--- config.mk ---
export PLATFORM = sky130hd
export DESIGN_NAME = reescalador_ctrl_flat
export DESIGN_NICKNAME = d
export VERILOG_FILES = /design/src/rtl/reescalador_ctrl_if.sv /design/src/rtl/reescalador_ctrl.sv /design/src/flat_wrapper.sv
export SDC_FILE = /design/constraint.sdc
export NUM_CORES = 1
export LEC_CHECK = 0
export ABC_AREA = 1
export CELL_PAD_IN_SITES_DETAIL_PLACEMENT = 1
export CELL_PAD_IN_SITES_GLOBAL_PLACEMENT = 1
export CORE_MARGIN = 3
export CORE_UTILIZATION = 30
export CTS_CLUSTER_DIAMETER = 150
export DETAILED_ROUTE_END_ITERATION = 16
export PLACE_DENSITY = 0.7
export SLEW_MARGIN = 30
export SYNTH_ARGS = -nofsm -noshare
export SYNTH_HDL_FRONTEND = slang
export SYNTH_SLANG_ARGS = --single-unit
--- constraint.sdc ---
create_clock -name clk -period 1.5 [get_ports clk]
set_clock_uncertainty 0.2 [all_clocks]
set_input_delay 0.3 -clock clk [delete_from_list [all_inputs] [get_ports clk]]
set_output_delay 0.3 -clock clk [all_outputs]
set_load 0.02 [all_outputs]
--- src/rtl/reescalador_ctrl_if.sv ---
// Handshake/bus bundle between the reescalador sequencer and its neighbours.
//   start/qp/busy           : block launch from the coefficient source side
//   in_valid/in_ready/coef_in : source coefficient stream
//   dp_*                    : registered coefficient stream into the rescaler
//   done                    : one-cycle block-complete pulse
// slave = the controller, master = whoever drives it (source + datapath).
interface reescalador_ctrl_if #(
  parameter int COEF_W = 16,
  parameter int QP_W   = 6
);
  logic                     start;
  logic [QP_W-1:0]          qp;
  logic                     busy;
  logic                     in_valid;
  logic                     in_ready;
  logic signed [COEF_W-1:0] coef_in;
  logic                     dp_valid;
  logic                     dp_ready;
  logic signed [COEF_W-1:0] dp_coef;
  logic [3:0]               dp_pos;
  logic [3:0]               dp_qp_div6;
  logic [2:0]               dp_qp_mod6;
  logic                     done;

  modport slave (
    input  start, qp, in_valid, coef_in, dp_ready,
    output busy, in_ready, dp_valid, dp_coef, dp_pos, dp_qp_div6, dp_qp_mod6, done
  );

  modport master (
    output start, qp, in_valid, coef_in, dp_ready,
    input  busy, in_ready, dp_valid, dp_coef, dp_pos, dp_qp_div6, dp_qp_mod6, done
  );
endinterface

--- src/rtl/reescalador_ctrl.sv ---
// Sequencer in front of the reescalador (inverse-quantisation) datapath.
// Per 4x4 block: latch QP (clamped to 51), derive qp/6 and qp%6 by repeated
// subtraction (one step per cycle), then pass N_COEF coefficients through a
// single output register stage tagged with their scan position, and pulse
// done once the last one is taken by the datapath.
// Ports:
//   clk   : rising-edge clock
//   reset : asynchronous, active-high
//   bus   : reescalador_ctrl_if.slave (start/qp/busy, source stream,
//           datapath stream, qp/6, qp%6, done)
module reescalador_ctrl #(
  parameter int COEF_W = 16,
  parameter int N_COEF = 16,
  parameter int QP_W   = 6
) (
  input  logic clk,
  input  logic reset,
  reescalador_ctrl_if.slave bus
);

  // One extra bit so cnt can sit at N_COEF without wrapping to 0.
  localparam int CW = $clog2(N_COEF) + 1;

  localparam logic [1:0] S_IDLE   = 2'd0;
  localparam logic [1:0] S_DIV    = 2'd1;
  localparam logic [1:0] S_STREAM = 2'd2;

  logic [1:0]               state_q, state_d;
  logic [QP_W-1:0]          rem_q, rem_d;
  logic [3:0]               quo_q, quo_d;
  logic [CW-1:0]            cnt_q, cnt_d;
  logic                     dp_valid_q, dp_valid_d;
  logic signed [COEF_W-1:0] dp_coef_q, dp_coef_d;
  logic [3:0]               dp_pos_q, dp_pos_d;
  logic [3:0]               div6_q, div6_d;
  logic [2:0]               mod6_q, mod6_d;
  logic                     done_q, done_d;

  logic in_ready, in_acc, dp_acc;

  always_comb begin
    // The output register may be refilled in the same cycle it drains.
    in_ready = (state_q == S_STREAM) && (cnt_q < CW'(N_COEF)) &&
               (!dp_valid_q || bus.dp_ready);
    in_acc   = bus.in_valid && in_ready;
    dp_acc   = dp_valid_q && bus.dp_ready;

    state_d    = state_q;
    rem_d      = rem_q;
    quo_d      = quo_q;
    cnt_d      = cnt_q;
    dp_valid_d = dp_valid_q;
    dp_coef_d  = dp_coef_q;
    dp_pos_d   = dp_pos_q;
    div6_d     = div6_q;
    mod6_d     = mod6_q;
    done_d     = 1'b0;

    case (state_q)
      S_IDLE: begin
        if (bus.start) begin
          rem_d   = (bus.qp > QP_W'(51)) ? QP_W'(51) : bus.qp;
          quo_d   = 4'd0;
          cnt_d   = '0;
          state_d = S_DIV;
        end
      end
      S_DIV: begin
        if (rem_q >= QP_W'(6)) begin
          rem_d = rem_q - QP_W'(6);
          quo_d = quo_q + 4'd1;
        end else begin
          div6_d  = quo_q;
          mod6_d  = rem_q[2:0];
          state_d = S_STREAM;
        end
      end
      S_STREAM: begin
        if (in_acc) begin
          dp_coef_d  = bus.coef_in;
          dp_pos_d   = 4'(cnt_q);
          dp_valid_d = 1'b1;
          cnt_d      = cnt_q + CW'(1);
        end else if (dp_acc) begin
          dp_valid_d = 1'b0;
        end
        // Last position taken: no input accept can coincide since cnt is full.
        if (dp_acc && dp_pos_q == 4'(N_COEF - 1)) begin
          done_d     = 1'b1;
          dp_valid_d = 1'b0;
          state_d    = S_IDLE;
        end
      end
      default: state_d = S_IDLE;
    endcase
  end

  always_ff @(posedge clk or posedge reset) begin
    if (reset) begin
      state_q    <= S_IDLE;
      rem_q      <= '0;
      quo_q      <= '0;
      cnt_q      <= '0;
      dp_valid_q <= 1'b0;
      dp_coef_q  <= '0;
      dp_pos_q   <= '0;
      div6_q     <= '0;
      mod6_q     <= '0;
      done_q     <= 1'b0;
    end else begin
      state_q    <= state_d;
      rem_q      <= rem_d;
      quo_q      <= quo_d;
      cnt_q      <= cnt_d;
      dp_valid_q <= dp_valid_d;
      dp_coef_q  <= dp_coef_d;
      dp_pos_q   <= dp_pos_d;
      div6_q     <= div6_d;
      mod6_q     <= mod6_d;
      done_q     <= done_d;
    end
  end

  assign bus.busy       = (state_q != S_IDLE);
  assign bus.in_ready   = in_ready;
  assign bus.dp_valid   = dp_valid_q;
  assign bus.dp_coef    = dp_coef_q;
  assign bus.dp_pos     = dp_pos_q;
  assign bus.dp_qp_div6 = div6_q;
  assign bus.dp_qp_mod6 = mod6_q;
  assign bus.done       = done_q;

endmodule

--- src/flat_wrapper.sv ---
// flat-port wrapper written by rule: the top's interface ports become plain ports
module reescalador_ctrl_flat 
#(
  parameter int COEF_W = 16,
  parameter int N_COEF = 16,
  parameter int QP_W   = 6
)
  (clk, reset, bus_start, bus_qp, bus_in_valid, bus_coef_in, bus_dp_ready, bus_busy, bus_in_ready, bus_dp_valid, bus_dp_coef, bus_dp_pos, bus_dp_qp_div6, bus_dp_qp_mod6, bus_done);
  reescalador_ctrl_if #(.COEF_W(COEF_W), .QP_W(QP_W)) bus_i ();
  input  logic clk;
  input  logic reset;
  input wire logic [$bits(bus_i.start)-1:0] bus_start;
  input wire logic [$bits(bus_i.qp)-1:0] bus_qp;
  input wire logic [$bits(bus_i.in_valid)-1:0] bus_in_valid;
  input wire logic [$bits(bus_i.coef_in)-1:0] bus_coef_in;
  input wire logic [$bits(bus_i.dp_ready)-1:0] bus_dp_ready;
  output wire logic [$bits(bus_i.busy)-1:0] bus_busy;
  output wire logic [$bits(bus_i.in_ready)-1:0] bus_in_ready;
  output wire logic [$bits(bus_i.dp_valid)-1:0] bus_dp_valid;
  output wire logic [$bits(bus_i.dp_coef)-1:0] bus_dp_coef;
  output wire logic [$bits(bus_i.dp_pos)-1:0] bus_dp_pos;
  output wire logic [$bits(bus_i.dp_qp_div6)-1:0] bus_dp_qp_div6;
  output wire logic [$bits(bus_i.dp_qp_mod6)-1:0] bus_dp_qp_mod6;
  output wire logic [$bits(bus_i.done)-1:0] bus_done;
  assign bus_i.start = bus_start;
  assign bus_i.qp = bus_qp;
  assign bus_i.in_valid = bus_in_valid;
  assign bus_i.coef_in = bus_coef_in;
  assign bus_i.dp_ready = bus_dp_ready;
  assign bus_busy = bus_i.busy;
  assign bus_in_ready = bus_i.in_ready;
  assign bus_dp_valid = bus_i.dp_valid;
  assign bus_dp_coef = bus_i.dp_coef;
  assign bus_dp_pos = bus_i.dp_pos;
  assign bus_dp_qp_div6 = bus_i.dp_qp_div6;
  assign bus_dp_qp_mod6 = bus_i.dp_qp_mod6;
  assign bus_done = bus_i.done;
  reescalador_ctrl #(.COEF_W(COEF_W), .N_COEF(N_COEF), .QP_W(QP_W)) u_core (.clk(clk), .reset(reset), .bus(bus_i));
endmodule
== After elaboration in Yosys (flattened, before gate mapping) ==
Cells that the tools add are included.
Word-level totals
  logic and storage cells: 62
  bits in registers: 46
  input bits: 27
  output and inout bits: 31
Operators by class
  eq/ne operators: 8
  $lt $le $gt $ge: 3
  add/subtract/negate cells: 3
  reduce and logical (&&, ||, !) cells: 18
  bitwise logic cells: 1
  muxes and demuxes: 19
Operators by type and width (count)
  $mux W6: 3
  $pmux W6 S2: 1
  $mux W5: 2
  $pmux W5 S2: 1
  $reduce_and A3 Y1: 3
  $mux W4: 2
  $pmux W4 S2: 1
  $ge A6 B3 Y1 const B: 1
  $gt A6 B6 Y1 const B: 1
  $mux W2: 3
  $ne A2 B2 Y1 const B: 3
  $pmux W2 S3: 1
  $reduce_and A2 Y1: 3
  $reduce_bool A2 Y1: 3
  $sub A6 B3 Y6 const B: 1
  $add A5 B1 Y5 const B: 1
  $logic_and A1 B1 Y1: 5
  $lt A5 B5 Y1 const B: 1
  $mux W1: 5
  $add A4 B1 Y4 const B: 1
  $eq A4 B4 Y1 const B: 1
  $ne A2 B1 Y1 const B: 2
  $reduce_bool A3 Y1: 1
  $eq A2 B1 Y1 const B: 1
  5 further kinds: 5

== Logic depth before layout (Yosys ltp) ==
  depth after elaboration: 6
  mapped depth: 8
  depth with buffers taken out: 8

== Worst setup path before layout ==
No wires, ideal clock.
  path type: register -> output
  start: register u_core.state_q[1]
  end: output port bus_in_ready
  arrival time: 0.984 ns
  cell stages (with the launch flop): 5
  slack: 0.016 ns
  path through: dfrtp_1 -> inv_2 -> nor2_2 -> nand2_1 -> nor2_1
Between the ends
  cells in the longest elaborated chain, start to end: 3
RTL lines
  start: declaration: line reescalador_ctrl.sv:28  | logic [1:0] state_q, state_d;
  start signal: assignment: line reescalador_ctrl.sv:111  | state_q <= state_d;
  $eq A2 B2 Y1: line reescalador_ctrl.sv:43  | in_ready = (state_q == S_STREAM) && (cnt_q < CW'(N_COEF)) &&
  $logic_and A1 B1 Y1 (2 in a row): line reescalador_ctrl.sv:43
  end: declaration: line flat_wrapper.sv:18  | output wire logic [$bits(bus_i.in_ready)-1:0] bus_in_ready;
No other way between the ends.

== Worst setup path in the final report ==
  start: register u_core.state_q[1]
  end: output port bus_busy
Between the ends
  cells in the longest elaborated chain, start to end: 1
RTL lines
  $reduce_bool A2 Y1: line reescalador_ctrl.sv:124  | assign bus.busy = (state_q != S_IDLE);
  end: declaration: line flat_wrapper.sv:17  | output wire logic [$bits(bus_i.busy)-1:0] bus_busy;
No other way between the ends.

==> impl_metrics.toml <==
[yosys]
yosysMostFrequentCell = "nand2_1"
syn-num-nets = 295
ys_warn_count = 0
synthTopCellsByCount = "nand2_1, dfrtp_1, nand3_1"
synth_cell_type_count = 21
syn_area_mm2 = 0.002143
synth_top_flop_cell = "dfrtp_1"
syn_inst = 265
yosysSeqAreaShare_pct = 53.71
synth_top_area_cell = "dfrtp_1"
synth_area_per_cell_um2 = 8.088
synth_async_sr_flop_share_pct = 100.0
ys_ff_latch = 46
yosysTopAreaCellShare_pct = 53.71
synth_edf_count = 0
synth_area_leaders = "dfrtp_1, nand2_1, nand3_1"

[floorplan]
die_area_mm2 = 0.008195
placeableCoreArea_mm2 = 0.006869
rows = 30
ioPinCount = 58
fp.dieW_um = 90.53
start_util_pct = 31.20
die_h_um = 90.53

[timing]
finalSetupViolations = 34
hold-worst-slack_ps = 213.3
finalHoldViolations = 0
max_freq_ghz = 0.6111
slew_headroom_pct = 81.23
final.setup.worst_slack_ps = -136.4
period_minus_slack_ps = 1636
rsz0062_at_grt = "yes"
worstMarginPinSlew_ps = 278.6
final_max_slew_viol_count = 0
setup_tns_ps = -1107
fin_crit_sh_pct = 109.1

[detailed_routing]
vias = 2070
viasPerCell = 4.570
drc = 0
dr.pass1.iters = 4
drt_wl_total_um = 6187
detail-route-antenna-nets = 0
wl_per_cell_um = 13.66
drt_iter0_drc = 55

[layout]
fin_cells = 453
nets = 387
final_util_pct = 48.60
fillers = 820
area_growth_pct = 55.75
diodes = 0
finalInstanceArea_mm2 = 0.003338
post_route_cells_drive_above_1_share_pct = 32.77

[global_routing]
grt_pass1_vias = 2251
grt_overflow_total = 0
antenna_found_initial = 0
track_usage_pct = 15.71
grt_max_degree = 47
grt_pass1_wl_um = 10650

[power]
powerDensity_mw_per_mm2 = 1900
leakage_nw = 1.679
design_power_total_mw = 6.341
ir_drop_mv = 0.8065

[placed_design]
placed_cells = 441
gp_congestion = 0.7512
dpl_worst_slack_ps = -677.5
portBuffers = 57
placed_cell_area_mm2 = 0.003064
place_hpwl_um = 4375

[worst_setup_path]
required_ps = 1000
slowest_stage = "dfrtp_1"
startpoint_type = "flop"
critPathKind = "reg -> out"
crit_fanout = 2
worstPathArrival_ps = 1140
worstSetupEndpointType = "output pin"
crit_chain = "buf_4 -> nor2_4 -> inv_2 -> buf_6"
cp_slowest_stage_delay_ps = 400

[cts]
clk_pin_slew_ps = 80
ctsHtreeMaxLevel = 2
cts_buffers = 5
clock_latency_ps = 300
cts_root_buf = "clkbuf_8"
numClockSinks = 46
max-clock-path-buffers = 2
tritoncts = "done"

[run]
drv_cap = 0

[outcome]
status = "finished, violations left"
violations = "negative setup slack"

[hold_path]
hp-class = "in -> async"
-- critical path: cells and delay by family (launching register included) --
family | cells | cell delay (ps)
DFF | 1 | 400
and+or+nand+nor | 1 | 120
buffers and inverters | 3 | 320
-- cells by family (layout without fill, tap and decap cells) --
logic type                 after synthesis  count (layout)  synth area share, %
DFF                                     46              46                53.71
and+or+nand+nor                        173             174                34.15
AOI/OAI and AO/OA                       14              14                3.912
adders and majority gates                3               3                1.752
xor gates and xnor gates                 2               2               0.8174
buffers and inverters                   27             118                5.662
-- registers in the layout (all words and copies together) (netlist names) --
signal,count
u_core.bus.dp_coef,16
u_core.rem_q,6
u_core.cnt_q,5
u_core.bus.dp_pos,4
u_core.bus.dp_qp_div6,4
u_core.quo_q,4
u_core.bus.dp_qp_mod6,3
u_core.state_q,2
u_core.bus.done,1
u_core.bus.dp_valid,1
-- per-layer routing --
metal	GRT usage (%)	vias up	part of all wire, %
met1	17.94	1009	41
met2	29.22	45	54
met3	3.250	9	4.2
met5	0	-	0
li1	-	1007	-
met4	4.592	0	1.3
-- final timing paths --
kind                                                         to  slack [ps]                                  from  cells after the start
max                                                    bus_busy        -140         u_core.state_q[1]$_DFFE_PP0P_                      4
min                           u_core.bus.dp_coef[5]$_DFFE_PP0P_         210                                 reset                      3
max reg2reg                   u_core.bus.dp_coef[9]$_DFFE_PP0P_         -60         u_core.state_q[1]$_DFFE_PP0P_                      9
min reg2reg                u_core.bus.dp_qp_mod6[2]$_DFFE_PP0P_         290  u_core.bus.dp_qp_mod6[2]$_DFFE_PP0P_                      2
max in group asynchronous           u_core.quo_q[0]$_DFFE_PP0P_         650                                 reset                      3
min in group clk           u_core.bus.dp_qp_mod6[2]$_DFFE_PP0P_         290  u_core.bus.dp_qp_mod6[2]$_DFFE_PP0P_                      2
-- where the power goes --
group	switching, mW	internal, mW
sequential	0.331	1.70
combinational	1.94	1.42
clock	0.423	0.534
-- cell type report --
| type | instances | area, µm² | share of cell area [%] |
|---|---|---|---|
| clock inverters | 1 | 30.03 | 0.8996 |
| multi-input cells | 193 | 1008 | 30.21 |
| clock buffers | 6 | 82.58 | 2.474 |
| flip-flops and latches | 46 | 1151 | 34.48 |
| well taps | 96 | 120.1 | 3.598 |
| inverters | 21 | 90.09 | 2.699 |
| repair buffers | 90 | 855.8 | 25.64 |
-- cell usage in the layout (no fill, tap or decap), types with 5 or more instances in the layout --
master             n
inv_1             13
nor2_1            11
clkdlybuf4s50_1   25
clkbuf_2          12
nand2_2           18
clkdlybuf4s15_2   11
dfrtp_1           46
clkbuf_8           6
buf_6             10
nand2_1          104
nand3_1           20
buf_4             20
o21ai_2            5
-- repair_timing --
item,4_1_cts,5_1_grt
hold buffers,0,0
buffers inserted,2,2
cloned,1,1
endpoints found under the setup margin,52,59
pin swaps,12,12
resized for setup,117,40
No activity file was read; power rests on OpenSTA's default activity.
